**config.mk**
```make
export PLATFORM = sky130hd
export DESIGN_NAME = regfile_scoreboard
export DESIGN_NICKNAME = d
export VERILOG_FILES = /design/src/rtl/regfile_scoreboard.sv
export SDC_FILE = /design/constraint.sdc
export NUM_CORES = 2
export LEC_CHECK = 0
export CAP_MARGIN = 20
export CORE_AREA = 10 10 539 277
export CTS_CLUSTER_DIAMETER = 60
export DETAILED_ROUTE_END_ITERATION = 12
export DIE_AREA = 0 0 549 287
export HOLD_SLACK_MARGIN = 0.05
export PLACE_DENSITY_LB_ADDON = 0.1
export SETUP_SLACK_MARGIN = 0.4
export SYNTH_ARGS = -nofsm -noshare
export SYNTH_HDL_FRONTEND = slang
export SYNTH_SLANG_ARGS = --single-unit
```
**constraint.sdc**
```tcl
create_clock -name clk -period 7.5 [get_ports clk]
set_clock_uncertainty 0.2 [all_clocks]
set_input_delay 1.5 -clock clk [delete_from_list [all_inputs] [get_ports clk]]
set_output_delay 1.5 -clock clk [all_outputs]
set_load 0.02 [all_outputs]
```
**src/rtl/regfile_scoreboard.sv**
```systemverilog
// 2-read/1-write integer register file with per-register busy scoreboard,
// write-to-read bypass and a decode-hold hazard output.
module regfile_scoreboard #(
  parameter int unsigned  XLEN      = 32,
  parameter int unsigned  NREGS     = 32,
  parameter bit           HARD_ZERO = 1'b1,
  parameter bit           BYPASS    = 1'b1,
  localparam int unsigned AW        = $clog2(NREGS)
) (
  input  logic            clk,
  input  logic            reset,
  input  logic            rd_en,
  input  logic [AW-1:0]   rs1_addr,
  input  logic [AW-1:0]   rs2_addr,
  output logic [XLEN-1:0] rs1_data,
  output logic [XLEN-1:0] rs2_data,
  output logic            rd_valid,
  output logic            hazard,
  input  logic            rsv_en,
  input  logic [AW-1:0]   rsv_addr,
  input  logic            wr_en,
  input  logic [AW-1:0]   wr_addr,
  input  logic [XLEN-1:0] wr_data
);

  logic [XLEN-1:0]  regs_q [NREGS];
  logic [NREGS-1:0] busy_q, busy_d;

  logic            wr_ok, rsv_ok, rd_ok;
  logic            byp1, byp2, zero1, zero2, busy1, busy2;
  logic [XLEN-1:0] val1, val2;

  always_comb begin
    wr_ok  = wr_en && !(HARD_ZERO && (wr_addr == '0));
    rsv_ok = rsv_en && !(HARD_ZERO && (rsv_addr == '0));

    byp1  = BYPASS && wr_en && (wr_addr == rs1_addr);
    byp2  = BYPASS && wr_en && (wr_addr == rs2_addr);
    zero1 = HARD_ZERO && (rs1_addr == '0);
    zero2 = HARD_ZERO && (rs2_addr == '0);

    // A writeback landing this cycle satisfies the dependency when bypassing.
    busy1 = busy_q[rs1_addr] && !byp1 && !zero1;
    busy2 = busy_q[rs2_addr] && !byp2 && !zero2;

    val1 = zero1 ? '0 : (byp1 ? wr_data : regs_q[rs1_addr]);
    val2 = zero2 ? '0 : (byp2 ? wr_data : regs_q[rs2_addr]);

    hazard = rd_en && (busy1 || busy2);
    rd_ok  = rd_en && !hazard;
  end

  // Reservation is applied after the clear so a same-edge reissue stays busy.
  always_comb begin
    busy_d = busy_q;
    if (wr_ok)  busy_d[wr_addr]  = 1'b0;
    if (rsv_ok) busy_d[rsv_addr] = 1'b1;
  end

  always_ff @(posedge clk) begin
    if (reset) begin
      for (int i = 0; i < int'(NREGS); i++) regs_q[i] <= '0;
      busy_q   <= '0;
      rs1_data <= '0;
      rs2_data <= '0;
      rd_valid <= 1'b0;
    end else begin
      if (wr_ok) regs_q[wr_addr] <= wr_data;
      busy_q   <= busy_d;
      rd_valid <= rd_ok;
      if (rd_ok) begin
        rs1_data <= val1;
        rs2_data <= val2;
      end
    end
  end

endmodule

```
# After elaboration in Yosys (flattened, before gate mapping)
# Memory sizes are Yosys's and may differ from the RTL's.
# Index checks and enable logic that the tools add are counted.
[totals]
reg_bits = 97
ramBits = 1024
out_inout_bits = 66
n_memories = 1
[memory_table]
columns = ["memory", "depth", "word_bits", "read_ports", "rd_clocked_by_memory_dff", "wr", "line", "text"]
rows = [
  ["regs_q", 32, 32, 2, 0, 32, "26", "logic [XLEN-1:0] regs_q [NREGS];"],
]
[op_classes]
order_cmp = 6
eq_ne = 2
n_mux = 22
bitwise = 3
reduce_logical = 25
[op_table]
columns = ["op", "n"]
rows = [
  ["$mux 32", 7],
  ["$and 32x32->32", 1],
  ["$not 32->32", 1],
  ["$or 32x32->32", 1],
  ["$reduce_or 32->1", 1],
  ["$lt 5x6->1 const B", 4],
  ["$logic_not 5->1", 4],
  ["$logic_and 1x1->1", 12],
  ["$bmux 1 s5", 2],
  ["$demux 1 s5", 2],
  ["$eq 5x5->1", 2],
  ["$ge 5x1->1 const B", 2],
  ["$mux 1", 10],
  ["$logic_not 1->1", 7],
  ["$mux 5", 1],
  ["$logic_or 1x1->1", 1],
]

# Depth between registers and ports, before layout
[logic_depth]
depth_word = 9
ltp_mapped = 11
depth_no_buf = 6

# Worst setup path before layout
# No wires, ideal clock.
[synth_path]
path_type = "in2reg"
start = "input port wr_addr[4]"
end = "memory regs_q[23][0], enable pin"
arrival_time_ns = 4.538
required_time_ns = 6.832
path_slack_ns = 2.294
stages = 4
path_cell_list = "clkbuf_1 > clkbuf_1 > nand2_1 > o21ai_0"
[synth_rtl]
columns = ["item", "line", "text"]
rows = [
  ["from (decl)", "22", "input logic [AW-1:0] wr_addr,"],
  ["to (decl)", "26", ""],
]

# Worst setup path after layout
[layout_path]
start = "input port rs2_addr[2]"
end = "output port hazard"
[layout_between]
elab_chain_len = 7
word_cells_on_any_way = 11
cone_classes = "eq/ne (1); mux (2); reduce/logical (8)"
[layout_rtl]
columns = ["item", "line", "text"]
rows = [
  ["from (decl)", "14", "input logic [AW-1:0] rs2_addr,"],
  ["parallel branches: the longest is 4 deep, another holds $bmux 1 s5", "n/a", ""],
  ["$logic_and 1x1->1 *", "44", "busy2 = busy_q[rs2_addr] && !byp2 && !zero2;"],
  ["$logic_or 1x1->1 *", "49", "hazard = rd_en && (busy1 || busy2);"],
  ["$logic_and 1x1->1 *", "49", ""],
  ["to (decl)", "18", "output logic hazard,"],
]
# Every way passes the cells marked *. The select of a mux whose other input is x is not followed.

==> run_results.csv <==
group,metric,value,unit
synth,synth_top_area_cell,"edfxtp_1",
synth,synth_top_family_by_area,"multiplexers",
routing,via_count,38600,
placement,dpl.cell_count,5703,
power,p_seq_frac,0.493,
synth,synth.most_common_cell,"edfxtp_1",
timing,tns,0,ns
cells_and_area,multi_input_area,24300,um2
cells_and_area,instances_no_fill,5928,
routing,ant_nets,0,
clocking,holdBufCountCts,0,
worst_setup_path,crit_path_end_kind,"output pin",
synth,synth_simple_gate_area_frac,0.139,
grt,overflow,0,
worst_setup_path,worst_r2r_path_depth,7,
routing,drc,0,
clocking,insertion_delay,0.74,ns
placement,dp_hpwl,136000,um
status,status,"finished clean",
synth,syn-instance-count,3951,
routing,firstDrtPassIters,5,
clocking,postCtsSetupRepairBufs,0,
clocking,numCtsBuffers,111,
clocking,clk_pin_slew,0.06,ns
worst_setup_path,slowest_delay,0.86,ns
routing,routed_via_density,6.51,
cells_and_area,final_layout_size_suffix_gt1_frac,0.237,
routing,wl,228000,um
worst_setup_path,arrival,5.07,ns
die,dieArea,158000,um2
die,die_y,287,um
power,power.density,227,nW/um2
worst_setup_path,worstPathMaxFanout,19,
worst_setup_path,start_kind,"primary input",
synth,synth.distinct_cells,49,
placement,gp_congestion,0.853,
synth,async_reset_ff_frac,0,
synth,synthMuxAreaShare,0.231,
synth,synthTopCellsByCount,"edfxtp_1, and2_1, mux4_2",
worst_setup_path,worst-path-buf-inv,2,
worst_setup_path,ff2ff_setup_slack,3.91,ns
clocking,clockBufferDepth,3,
worst_setup_path,reg2reg_from,"busy_q[19]$_SDFF_PP0_",
grt,first_global_vias,37800,
die,die_x,549,um
clocking,post_cts_resize_count,0,
cells_and_area,fin_util,0.471,
die,core,139000,um2
worst_setup_path,cp_top_family,"simple AND/OR/NAND/NOR gates",
timing,rsz0062_at_grt,"no",
die,start_util,0.418,
grt,grt_pass1_wl,312000,um
timing,finalSetupViolCount,0,
synth,synth_top_flop_cell,"edfxtp_1",
timing,hold_viol,0,
synth,synth-seq-cells,1121,
flow_run,maxCapViolations,0,
power,p_sw,0.00391,W
synth,netlist_area,58300,um2
routing,drt-initial-drc-count,5659,
placement,port_buffers,122,
timing,worstMarginPinSlew,1.19,ns
cells_and_area,ff_latch_area,32700,um2
power,comb_power_share,0.127,
synth,synth_seq_area_share,0.560,
timing,fin_crit_sh,0.903,
timing,holdWs,0.291,ns
worst_setup_path,startpoint,"rs2_addr[2]",
synth,netlist.area_leader.share,0.527,
synth,avgSynthCellArea,14.8,um2
synth,synthTopCellsByArea,"edfxtp_1, mux4_2, and2_1",
synth,synthXorXnorAreaFrac,0.00150,
timing,fin_ws,0.726,ns
routing,wl_per_cell,38.5,um
clocking,clock_sinks,1121,
synth,synth-compound-area-share,0.0354,
power,p_leak,22.0,nW
cells_and_area,nets,4000,
worst_setup_path,path_cells,"clkdlybuf4s50_1 -> or3_2 -> nor3_1 -> nor3_1 -> a31oi_1 -> nor2_1 -> clkdlybuf4s50_1",
die,rows,97,
placement,place_ws,0.859,ns
clocking,cts_tree,"built",
worst_setup_path,critPathKind,"in2out",
power,peakVddDrop,0.187,mV
grt,grt_max_degree,104,
clocking,cts_root_buffer,"clkbuf_16",
timing,min_period,6.77,ns
worst_setup_path,reg2reg_to,"rs2_data[2]$_SDFFE_PP0P_",
power,p_int,0.0110,W
timing,fmax,148,MHz
grt,track_usage,0.283,
worst_setup_path,crit_cells,7,
worst_setup_path,cp-endpoint,"hazard",
power,pwr-share-clk,0.381,
grt,antenna_found_initial,39,
synth,synth-edff-count,1024,
worst_setup_path,worstPathRequired,5.80,ns
cells_and_area,nFillCells,12000,
worst_setup_path,critPathSlowestCell,"or3_2",
timing,slew_violations,0,
synth,yosys_warnings,0,
synth,synthAdderAreaFrac,0,
clocking,htree_levels,3,
die,io_pins,123,
power,p_sw_frac,0.262,
timing,slew_headroom,0.204,
worst_hold_path,hp-class,"reg2reg",
cells_and_area,area_growth,12.6,%
area by class of cell:
cell class,count,area share
Tap cell,1881,0.0358
Clock buffer,154,0.0468
Timing Repair Buffer,267,0.0398
Multi-Input combinational cell,2407,0.371
Sequential cell,1121,0.498
Inverter,35,0.00200
Clock inverter,53,0.00678
Antenna cell,10,0.000381
layout by cell type (no fill, tap or decap), types with 8 or more instances in the layout:
cell type / n
edfxtp_1: 1024
mux4_2: 540
clkbuf_16: 114
nand2_2: 16
clkdlybuf4s50_1: 114
nor2_1: 49
nand2_1: 80
a21oi_1: 32
inv_1: 34
nor2_4: 29
clkbuf_8: 9
nand2b_1: 8
clkbuf_1: 32
nor2b_1: 72
buf_4: 125
mux2_2: 26
a22oi_1: 19
conb_1: 32
dfxtp_1: 97
nand3_1: 29
clkinv_1: 16
mux2i_1: 60
o21ai_0: 34
o22ai_1: 201
clkinv_2: 21
buf_12: 10
nor4_1: 48
and2_1: 995
mux2_1: 39
a32oi_1: 18
diode_2: 10
worst reg2reg max path: stages, from the launching register on:
cell      delay [ns]
dfxtp_1         0.38
mux4_2          0.26
mux2i_1         0.10
o221ai_1        0.24
nor4bb_1        0.47
a311o_2         0.84
buf_4           0.58
mux2_2          0.41
power by group through the flow:
stage / clock [W] / combinational (W) / sequential [W]
floorplan: 0 / 0.00109 / 0.00745
global placement: 0 / 0.00184 / 0.00746
detailed placement: 0 / 0.00185 / 0.00748
CTS: 0.00572 / 0.00186 / 0.00735
global route: 0.00596 / 0.00195 / 0.00739
finish: 0.00568 / 0.00189 / 0.00735
flip-flops by register name, summed over array words and instances (netlist names):
register  flops
regs_q     1024
busy_q       32
rs1_data     32
rs2_data     32
rd_valid      1
layer usage:
layer	track usage	up-vias	part of all wire
li1	-	15100	-
met1	0.403	20500	0.41
met2	0.417	2607	0.43
met3	0.0843	402	0.12
met4	0.0853	8	0.034
met5	0	-	0.00022
worst min path at each step:
stage | from | end | slack (ns) | cells past startpoint
floorplan | busy_q[17]$_SDFF_PP0_ | busy_q[17]$_SDFF_PP0_ | 0.25 | 2
global placement | busy_q[4]$_SDFF_PP0_ | busy_q[4]$_SDFF_PP0_ | 0.27 | 2
detailed placement | busy_q[0]$_SDFF_PP0_ | busy_q[0]$_SDFF_PP0_ | 0.28 | 1
CTS | busy_q[0]$_SDFF_PP0_ | busy_q[0]$_SDFF_PP0_ | 0.29 | 1
global route | busy_q[28]$_SDFF_PP0_ | busy_q[28]$_SDFF_PP0_ | 0.31 | 2
finish | busy_q[0]$_SDFF_PP0_ | busy_q[0]$_SDFF_PP0_ | 0.29 | 1
cells by family after synthesis:
family / count (synthesis)
flops: 1121
xor+xnor: 10
compound gates: 327
other cells: 1
buf+inv: 454
mux: 665
simple gates: 1373
through the flow:
| step | power, W | instance area, um2 |
|---|---|---|
| final | 0.0149 | 65700 |
| after global routing | 0.0153 | 65600 |
| after CTS | 0.0149 | 65500 |
| after detailed placement | 0.00934 | 61900 |
| after global placement | 0.00929 | 61800 |
| after floorplan | 0.00854 | 58400 |
(Power assumes the default switching activity.)
